**src/rtl/ifid_hazard_stage_if.sv**
```systemverilog
// ifid_hazard_stage_if
//   Bundles the fetch-side inputs, ID/EX hazard inputs and the registered
//   and combinational outputs of the IF/ID stage.
//   master : environment side (drives fetch/hazard inputs, observes outputs)
//   slave  : the IF/ID stage itself
//   Signals:
//     instruction_in / adder1_in    fetched instruction and PC+4
//     idex_mem_read / idex_rt       load indication and Rt held in ID/EX
//     branch_taken / jump           redirect requests resolved in ID
//     instruction_out / adder1_out  registered instruction and PC+4 to ID
//     valid_out                     instruction_out is a real instruction
//     pc_write / ctrl_bubble        PC enable, ID/EX control zeroing select
//     stall_count / flush_count     saturating debug counters
interface ifid_hazard_stage_if #(
  parameter int DATA_W = 32,
  parameter int CNT_W  = 16
);
  logic [DATA_W-1:0] instruction_in;
  logic [DATA_W-1:0] adder1_in;
  logic              idex_mem_read;
  logic [4:0]        idex_rt;
  logic              branch_taken;
  logic              jump;
  logic [DATA_W-1:0] instruction_out;
  logic [DATA_W-1:0] adder1_out;
  logic              valid_out;
  logic              pc_write;
  logic              ctrl_bubble;
  logic [CNT_W-1:0]  stall_count;
  logic [CNT_W-1:0]  flush_count;

  modport master (
    output instruction_in, adder1_in, idex_mem_read, idex_rt, branch_taken, jump,
    input  instruction_out, adder1_out, valid_out, pc_write, ctrl_bubble,
           stall_count, flush_count
  );

  modport slave (
    input  instruction_in, adder1_in, idex_mem_read, idex_rt, branch_taken, jump,
    output instruction_out, adder1_out, valid_out, pc_write, ctrl_bubble,
           stall_count, flush_count
  );
endinterface

```
**src/rtl/ifid_hazard_stage.sv**
```systemverilog
// ifid_hazard_stage
//   IF/ID pipeline register of a 5-stage MIPS pipeline with load-use hazard
//   detection folded in.
//   Ports:
//     clock  rising-edge clock
//     reset  asynchronous active-low reset (0 = reset)
//     bus    ifid_hazard_stage_if.slave (fetch inputs, hazard inputs,
//            registered instruction/PC+4, pc_write, ctrl_bubble, counters)
//   Stall/flush protocol: there is no valid/ready handshake on this stage.
//   pc_write low means fetch must hold its PC for this cycle, and this
//   register holds too; ctrl_bubble high means ID/EX must capture zeroed
//   control. A flush replaces the held instruction with NOP_WORD.
module ifid_hazard_stage #(
  parameter int                DATA_W   = 32,
  parameter logic [DATA_W-1:0] NOP_WORD = 32'h0000_0000,
  parameter int                CNT_W    = 16
) (
  input logic clock,
  input logic reset,
  ifid_hazard_stage_if.slave bus
);

  logic [DATA_W-1:0] instr_q, instr_d;
  logic [DATA_W-1:0] add_q, add_d;
  logic              valid_q, valid_d;
  logic [CNT_W-1:0]  stall_q, stall_d;
  logic [CNT_W-1:0]  flush_q, flush_d;

  logic [4:0] rs_id;
  logic [4:0] rt_id;
  logic       hazard;
  logic       flush_req;

  assign rs_id = instr_q[25:21];
  assign rt_id = instr_q[20:16];

  // Matching rt_id as well as rs_id is deliberately conservative: I-type
  // instructions whose rt is a destination may stall needlessly.
  assign hazard = valid_q & bus.idex_mem_read & (bus.idex_rt != 5'd0) &
                  ((rs_id == bus.idex_rt) | (rt_id == bus.idex_rt));

  // A redirect whose operands are still waiting on a load is deferred until
  // the stall cycle has passed.
  assign flush_req = (bus.branch_taken | bus.jump) & ~hazard;

  always_comb begin
    instr_d = instr_q;
    add_d   = add_q;
    valid_d = valid_q;
    stall_d = stall_q;
    flush_d = flush_q;
    if (flush_req) begin
      instr_d = NOP_WORD;
      add_d   = '0;
      valid_d = 1'b0;
      if (flush_q != {CNT_W{1'b1}}) flush_d = flush_q + 1'b1;
    end else if (hazard) begin
      if (stall_q != {CNT_W{1'b1}}) stall_d = stall_q + 1'b1;
    end else begin
      instr_d = bus.instruction_in;
      add_d   = bus.adder1_in;
      valid_d = 1'b1;
    end
  end

  always_ff @(posedge clock or negedge reset) begin
    if (!reset) begin
      instr_q <= NOP_WORD;
      add_q   <= '0;
      valid_q <= 1'b0;
      stall_q <= '0;
      flush_q <= '0;
    end else begin
      instr_q <= instr_d;
      add_q   <= add_d;
      valid_q <= valid_d;
      stall_q <= stall_d;
      flush_q <= flush_d;
    end
  end

  assign bus.instruction_out = instr_q;
  assign bus.adder1_out      = add_q;
  assign bus.valid_out       = valid_q;
  assign bus.pc_write        = ~hazard;
  assign bus.ctrl_bubble     = hazard | ~valid_q;
  assign bus.stall_count     = stall_q;
  assign bus.flush_count     = flush_q;

endmodule
```
**src/flat_wrapper.sv**
```systemverilog
// flat-port wrapper written by rule: the top's interface ports become plain ports
module ifid_hazard_stage_flat 
#(
  parameter int                DATA_W   = 32,
  parameter logic [DATA_W-1:0] NOP_WORD = 32'h0000_0000,
  parameter int                CNT_W    = 16
)
  (clock, reset, bus_instruction_in, bus_adder1_in, bus_idex_mem_read, bus_idex_rt, bus_branch_taken, bus_jump, bus_instruction_out, bus_adder1_out, bus_valid_out, bus_pc_write, bus_ctrl_bubble, bus_stall_count, bus_flush_count);
  ifid_hazard_stage_if #(.DATA_W(DATA_W), .CNT_W(CNT_W)) bus_i ();
  input logic clock;
  input logic reset;
  input wire logic [$bits(bus_i.instruction_in)-1:0] bus_instruction_in;
  input wire logic [$bits(bus_i.adder1_in)-1:0] bus_adder1_in;
  input wire logic [$bits(bus_i.idex_mem_read)-1:0] bus_idex_mem_read;
  input wire logic [$bits(bus_i.idex_rt)-1:0] bus_idex_rt;
  input wire logic [$bits(bus_i.branch_taken)-1:0] bus_branch_taken;
  input wire logic [$bits(bus_i.jump)-1:0] bus_jump;
  output wire logic [$bits(bus_i.instruction_out)-1:0] bus_instruction_out;
  output wire logic [$bits(bus_i.adder1_out)-1:0] bus_adder1_out;
  output wire logic [$bits(bus_i.valid_out)-1:0] bus_valid_out;
  output wire logic [$bits(bus_i.pc_write)-1:0] bus_pc_write;
  output wire logic [$bits(bus_i.ctrl_bubble)-1:0] bus_ctrl_bubble;
  output wire logic [$bits(bus_i.stall_count)-1:0] bus_stall_count;
  output wire logic [$bits(bus_i.flush_count)-1:0] bus_flush_count;
  assign bus_i.instruction_in = bus_instruction_in;
  assign bus_i.adder1_in = bus_adder1_in;
  assign bus_i.idex_mem_read = bus_idex_mem_read;
  assign bus_i.idex_rt = bus_idex_rt;
  assign bus_i.branch_taken = bus_branch_taken;
  assign bus_i.jump = bus_jump;
  assign bus_instruction_out = bus_i.instruction_out;
  assign bus_adder1_out = bus_i.adder1_out;
  assign bus_valid_out = bus_i.valid_out;
  assign bus_pc_write = bus_i.pc_write;
  assign bus_ctrl_bubble = bus_i.ctrl_bubble;
  assign bus_stall_count = bus_i.stall_count;
  assign bus_flush_count = bus_i.flush_count;
  ifid_hazard_stage #(.DATA_W(DATA_W), .NOP_WORD(NOP_WORD), .CNT_W(CNT_W)) u_core (.clock(clock), .reset(reset), .bus(bus_i));
endmodule
```
**config.mk**
```make
export PLATFORM = sky130hd
export DESIGN_NAME = ifid_hazard_stage_flat
export DESIGN_NICKNAME = d
export VERILOG_FILES = /design/src/rtl/ifid_hazard_stage_if.sv /design/src/rtl/ifid_hazard_stage.sv /design/src/flat_wrapper.sv
export SDC_FILE = /design/constraint.sdc
export NUM_CORES = 1
export LEC_CHECK = 0
export ABC_CLOCK_PERIOD_IN_PS = 5600
export BUFFER_PORTS_ARGS = -buffer_cell sky130_fd_sc_hd__buf_4
export CORE_UTILIZATION = 50
export DETAILED_ROUTE_END_ITERATION = 8
export HOLD_SLACK_MARGIN = 0.15
export PLACE_DENSITY = 0.89
export SLEW_MARGIN = 10
export SYNTH_ARGS = -nofsm -noshare
export SYNTH_HDL_FRONTEND = slang
export SYNTH_SLANG_ARGS = --single-unit
export TNS_END_PERCENT = 1
```
**constraint.sdc**
```tcl
create_clock -name clock -period 5.6 [get_ports clock]
set_input_delay 1.12 -clock clock [delete_from_list [all_inputs] [get_ports clock]]
set_output_delay 1.12 -clock clock [all_outputs]
set_load 0.02 [all_outputs]
```
# Yosys cells after proc, flatten, opt, wreduce, memory -nomap -nowiden
# Index checks and enable logic that the tools add are counted.
dict set report word_totals {
  register_bits 97
  inputBits 74
  output_inout_bits 99
  word_cells 31
}
dict set report op_classes {
  addsub 2
  n_eq_ne 5
  mux 6
  bitwise 10
  n_reduce_logical 3
}
# op n
set op_table {}
lappend op_table {{32-bit two-way mux} 4}
lappend op_table {{16-bit by 1-bit adder with 16-bit output, second input constant} 2}
lappend op_table {{16-bit inequality test, second input constant} 2}
lappend op_table {{5-bit == test} 2}
lappend op_table {{5-bit nonzero test} 1}
lappend op_table {{1-bit bitwise AND} 4}
lappend op_table {{1-bit inverter} 3}
lappend op_table {{1-bit OR} 3}
lappend op_table {{3-bit AND reduction} 1}
lappend op_table {{1-bit two-way mux} 2}
lappend op_table {{2-bit inequality test, second input constant} 1}
lappend op_table {{2-bit AND reduction} 1}

# Depth between registers and ports, before layout
dict set report depth {
  ltp_word 7
  mapped_depth 10
  mapped_depth_nobuf 7
}

# Worst setup path after synthesis
# Ideal clock, no wire load.
dict set report synth_timing {
  kind {input to output}
  start {input bus_idex_rt[0]}
  end {output bus_ctrl_bubble}
  arrival_time_ns 2.703
  required_ns 4.480
  path_slack_ns 1.777
  path_stages 7
  cell_sequence {or4_1 -> o2111a_1 -> buf_6 -> inv_2 -> buf_2 -> buf_2 -> nand2_1}
}
dict set report synth_via {
  elab_chain_len 4
}
# element line
set synth_rtl {}
lappend synth_rtl {{start: declaration} flat_wrapper.sv:15} ;# input wire logic [$bits(bus_i.idex_rt)-1:0] bus_idex_rt;
lappend synth_rtl {{5-bit == test or 5-bit nonzero test (tied branches)} {ifid_hazard_stage.sv:40, ifid_hazard_stage.sv:39}}
lappend synth_rtl {{1-bit OR or 1-bit bitwise AND (tied branches)} {ifid_hazard_stage.sv:40, ifid_hazard_stage.sv:39}}
lappend synth_rtl {{1-bit bitwise AND *} ifid_hazard_stage.sv:39} ;# assign hazard = valid_q & bus.idex_mem_read & (bus.idex_rt != 5'd0) &
lappend synth_rtl {{1-bit OR *} ifid_hazard_stage.sv:86} ;# assign bus.ctrl_bubble = hazard | ~valid_q;
lappend synth_rtl {{end: declaration} flat_wrapper.sv:22} ;# output wire logic [$bits(bus_i.ctrl_bubble)-1:0] bus_ctrl_bubble;
# Mark *: on every way between the ends. The rest lies on a longest branch, timed or not.

# Worst setup path in the final report
# Same ends and word-level chain as after synthesis.

==> metrics <==
outcome complete, no violations; Synth async-reset ratio 100%; Post-Syn Area around 4200 um2; Top Usage Layer GRT met2; Least-Margin Pin Slew between 0.8 and 0.9 ns; count of final setup violators 0; worst-path fanout max 17; Post-CTS Setup Inserts 0; CTS Buf Count 9; vias in the first global route approximately 3700; Yosys reg bits just under 100; Worst-Skew Late Latency 0.36 ns; relative slew slack 45.8%; post-route minimum period around 3.7 ns; TNS Setup 0 ns; Die W 94.1 um; area grow syn2layout 37.0%; die area just under 9000 um2; hold path cells 2; placed cells just over 700; final net count about 700; M1 GR Usage a little under a third; clk buf depth 2; DPL Wire Length roughly 7.5 mm; YS warnings 0; CTS tree yes; met3 Use GR 3.24%; largest net degree at the start of global routing 80; initial antenna violation count 0; Final Power roughly 0.0016 W; RSZ-0062 raised after global routing no; number of fill cells ~630; share of layout cells above drive strength 1 about a third; number of I/O pins between 150 and 200; syn nets between 500 and 600; first-pass GRT wire length about 17 mm; pwr dens around 280 nW/um2; 1st-iter DRT viols between 150 and 200; DR pass1 iterations 4; max-capacitance violation count 0; Synth cell types 30; DR vias/cell 5.34; main flop type after synthesis dfrtp_1; achievable frequency ~270 MHz; critical path class in2out; crit path capture type primary output; Initial Util between 50% and 60%; Post-Place Worst Slack 1.95 ns; post-synthesis sequential area ratio 57.3%; antenna viol nets, final 0; Avg WL per Cell approximately 15 um; Core Box Area about 8200 um2; Clock transition at path regs around 0.09 ns; Post-synth EDFFs 0; # resized after CTS 0; GRT Resource Usage Total approximately a quarter; LEAKAGE between 3 and 4 nW; row count 33; GP Congestion about 0.83; final setup margin between 1.5 and 2 ns; clock sinks 97; Setup crit start kind input port; WP data required roughly 4.5 ns; post-route insts no fill 720; Die H 94.1 um; via count 3846; worst reg2reg path depth 7; final period utilization 65.5%; drt drc 0; GRT overflow 0; hold crit path type reg2reg; global routing met2 resource utilization about 42%; n_diodes 0; clk root buf clkbuf_8; final setup skew between 0.01 and 0.015 ns; Final Hold Viols 0; Synth Instances 449; port bufs ~170; worst vdd ir 0.325 mV; H-tree levels 3; Final Max Tran Viols 0; Mean Syn Cell Area 9.44 um2; CTS Hold Bufs 0; Total Routed Length around 11 mm; CP arrival 2.55 ns
==> cells in the final DEF (no fill, tap or decap), types with 2 or more instances in the layout <==
cell,count
nand2_1,140
nand4_1,11
clkinvlp_4,2
inv_1,3
mux2_2,4
xnor2_1,28
nand2b_1,3
bufinv_16,2
a31oi_1,2
nor4_1,4
clkbuf_8,10
or4_1,3
nor2_1,11
nor3_1,8
dfrtp_1,97
xor2_1,9
nand3_1,85
and3_1,3
ha_1,2
buf_4,176
==> synthesized netlist by cell type (2+ instances only) <==
| cell type | number | area share [%] |
|---|---|---|
| nand2_1 | 140 | 12 |
| dfrtp_1 | 97 | 57 |
| nand3_1 | 85 | 10 |
| xnor2_1 | 28 | 5.8 |
| clkbuf_1 | 15 | 1.3 |
| nor2_1 | 12 | 1.1 |
| nand4_1 | 11 | 1.6 |
| xor2_1 | 9 | 1.9 |
| buf_2 | 8 | 0.95 |
| nor3_1 | 8 | 0.95 |
| mux2_2 | 4 | 1.1 |
| nor4_1 | 4 | 0.59 |
| and3_1 | 3 | 0.44 |
| inv_1 | 3 | 0.27 |
| nand2b_1 | 3 | 0.44 |
| or4_1 | 3 | 0.53 |
| a31oi_1 | 2 | 0.30 |
| ha_1 | 2 | 0.59 |
==> state kept, by name, summed over array words and instances, names as in the netlist <==
| name | cells |
|---|---|
| u_core.bus.stall_count | 16 |
| u_core.bus.adder1_out | 32 |
| u_core.bus.flush_count | 16 |
| u_core.bus.valid_out | 1 |
| u_core.bus.instruction_out | 32 |
==> final cells by class <==
cell class | instances | area, um2 | share of cell area [%]
Multi-Input combinational cell | 323 | 1690 | 29.1
Tap cell | 105 | 131 | 2.26
Clock buffer | 10 | 138 | 2.37
Sequential cell | 97 | 2430 | 41.8
Clock inverter | 5 | 80.1 | 1.38
Inverter | 4 | 15.0 | 0.259
Timing Repair Buffer | 176 | 1320 | 22.8
==> through the flow <==
step                      area [um2]  util, %  hold WS, ns
final                           5800     70.6        0.475
after global routing            5800     70.6        0.495
after CTS                       5800     70.6        0.479
after detailed placement        5590     68.0        0.456
after global placement          5590     68.0        0.451
after floorplan                 4240        -        0.583
==> where the power goes <==
part,switching (W),internal [W]
registers,0.0000659,0.000754
logic,0.000172,0.000152
clock network,0.000236,0.000261
==> worst paths after layout <==
check	from	to	slack, ns
setup / recovery	bus_idex_rt[0]	bus_ctrl_bubble	1.93
hold / removal	u_core.bus.adder1_out[27]	u_core.bus.adder1_out[27]	0.48
setup reg to reg	u_core.bus.instruction_out[25]	u_core.bus.stall_count[1]	3.16
hold reg to reg	u_core.bus.adder1_out[27]	u_core.bus.adder1_out[27]	0.48
max in group asynchronous	reset	u_core.bus.adder1_out[5]	3.76
min in group asynchronous	reset	u_core.bus.adder1_out[6]	0.71
==> worst max-delay path: stages <==
cell	delay, ns
buf_4	0.12
or4_1	0.53
o2111a_2	0.29
inv_2	0.24
nand2_1	0.09
buf_4	0.16
==> kinds of logic after synthesis <==
logic type	Yosys count	share of synthesized area, %
AND/OR/NAND/NOR	275	29.5
flip-flops	97	57.3
XOR/XNOR	37	7.65
buffers and inverters	29	2.98
AO/OA/AOI/OAI	5	0.916
multiplexers	4	1.06
adder cells (fa/ha/maj)	2	0.591
==> per-layer routing <==
metal,wire length [um],part of all wire (%)
met1,4490,41
met4,266,2.4
met5,0,0
met3,511,4.7
met2,5610,52
(Power assumes the default switching activity.)
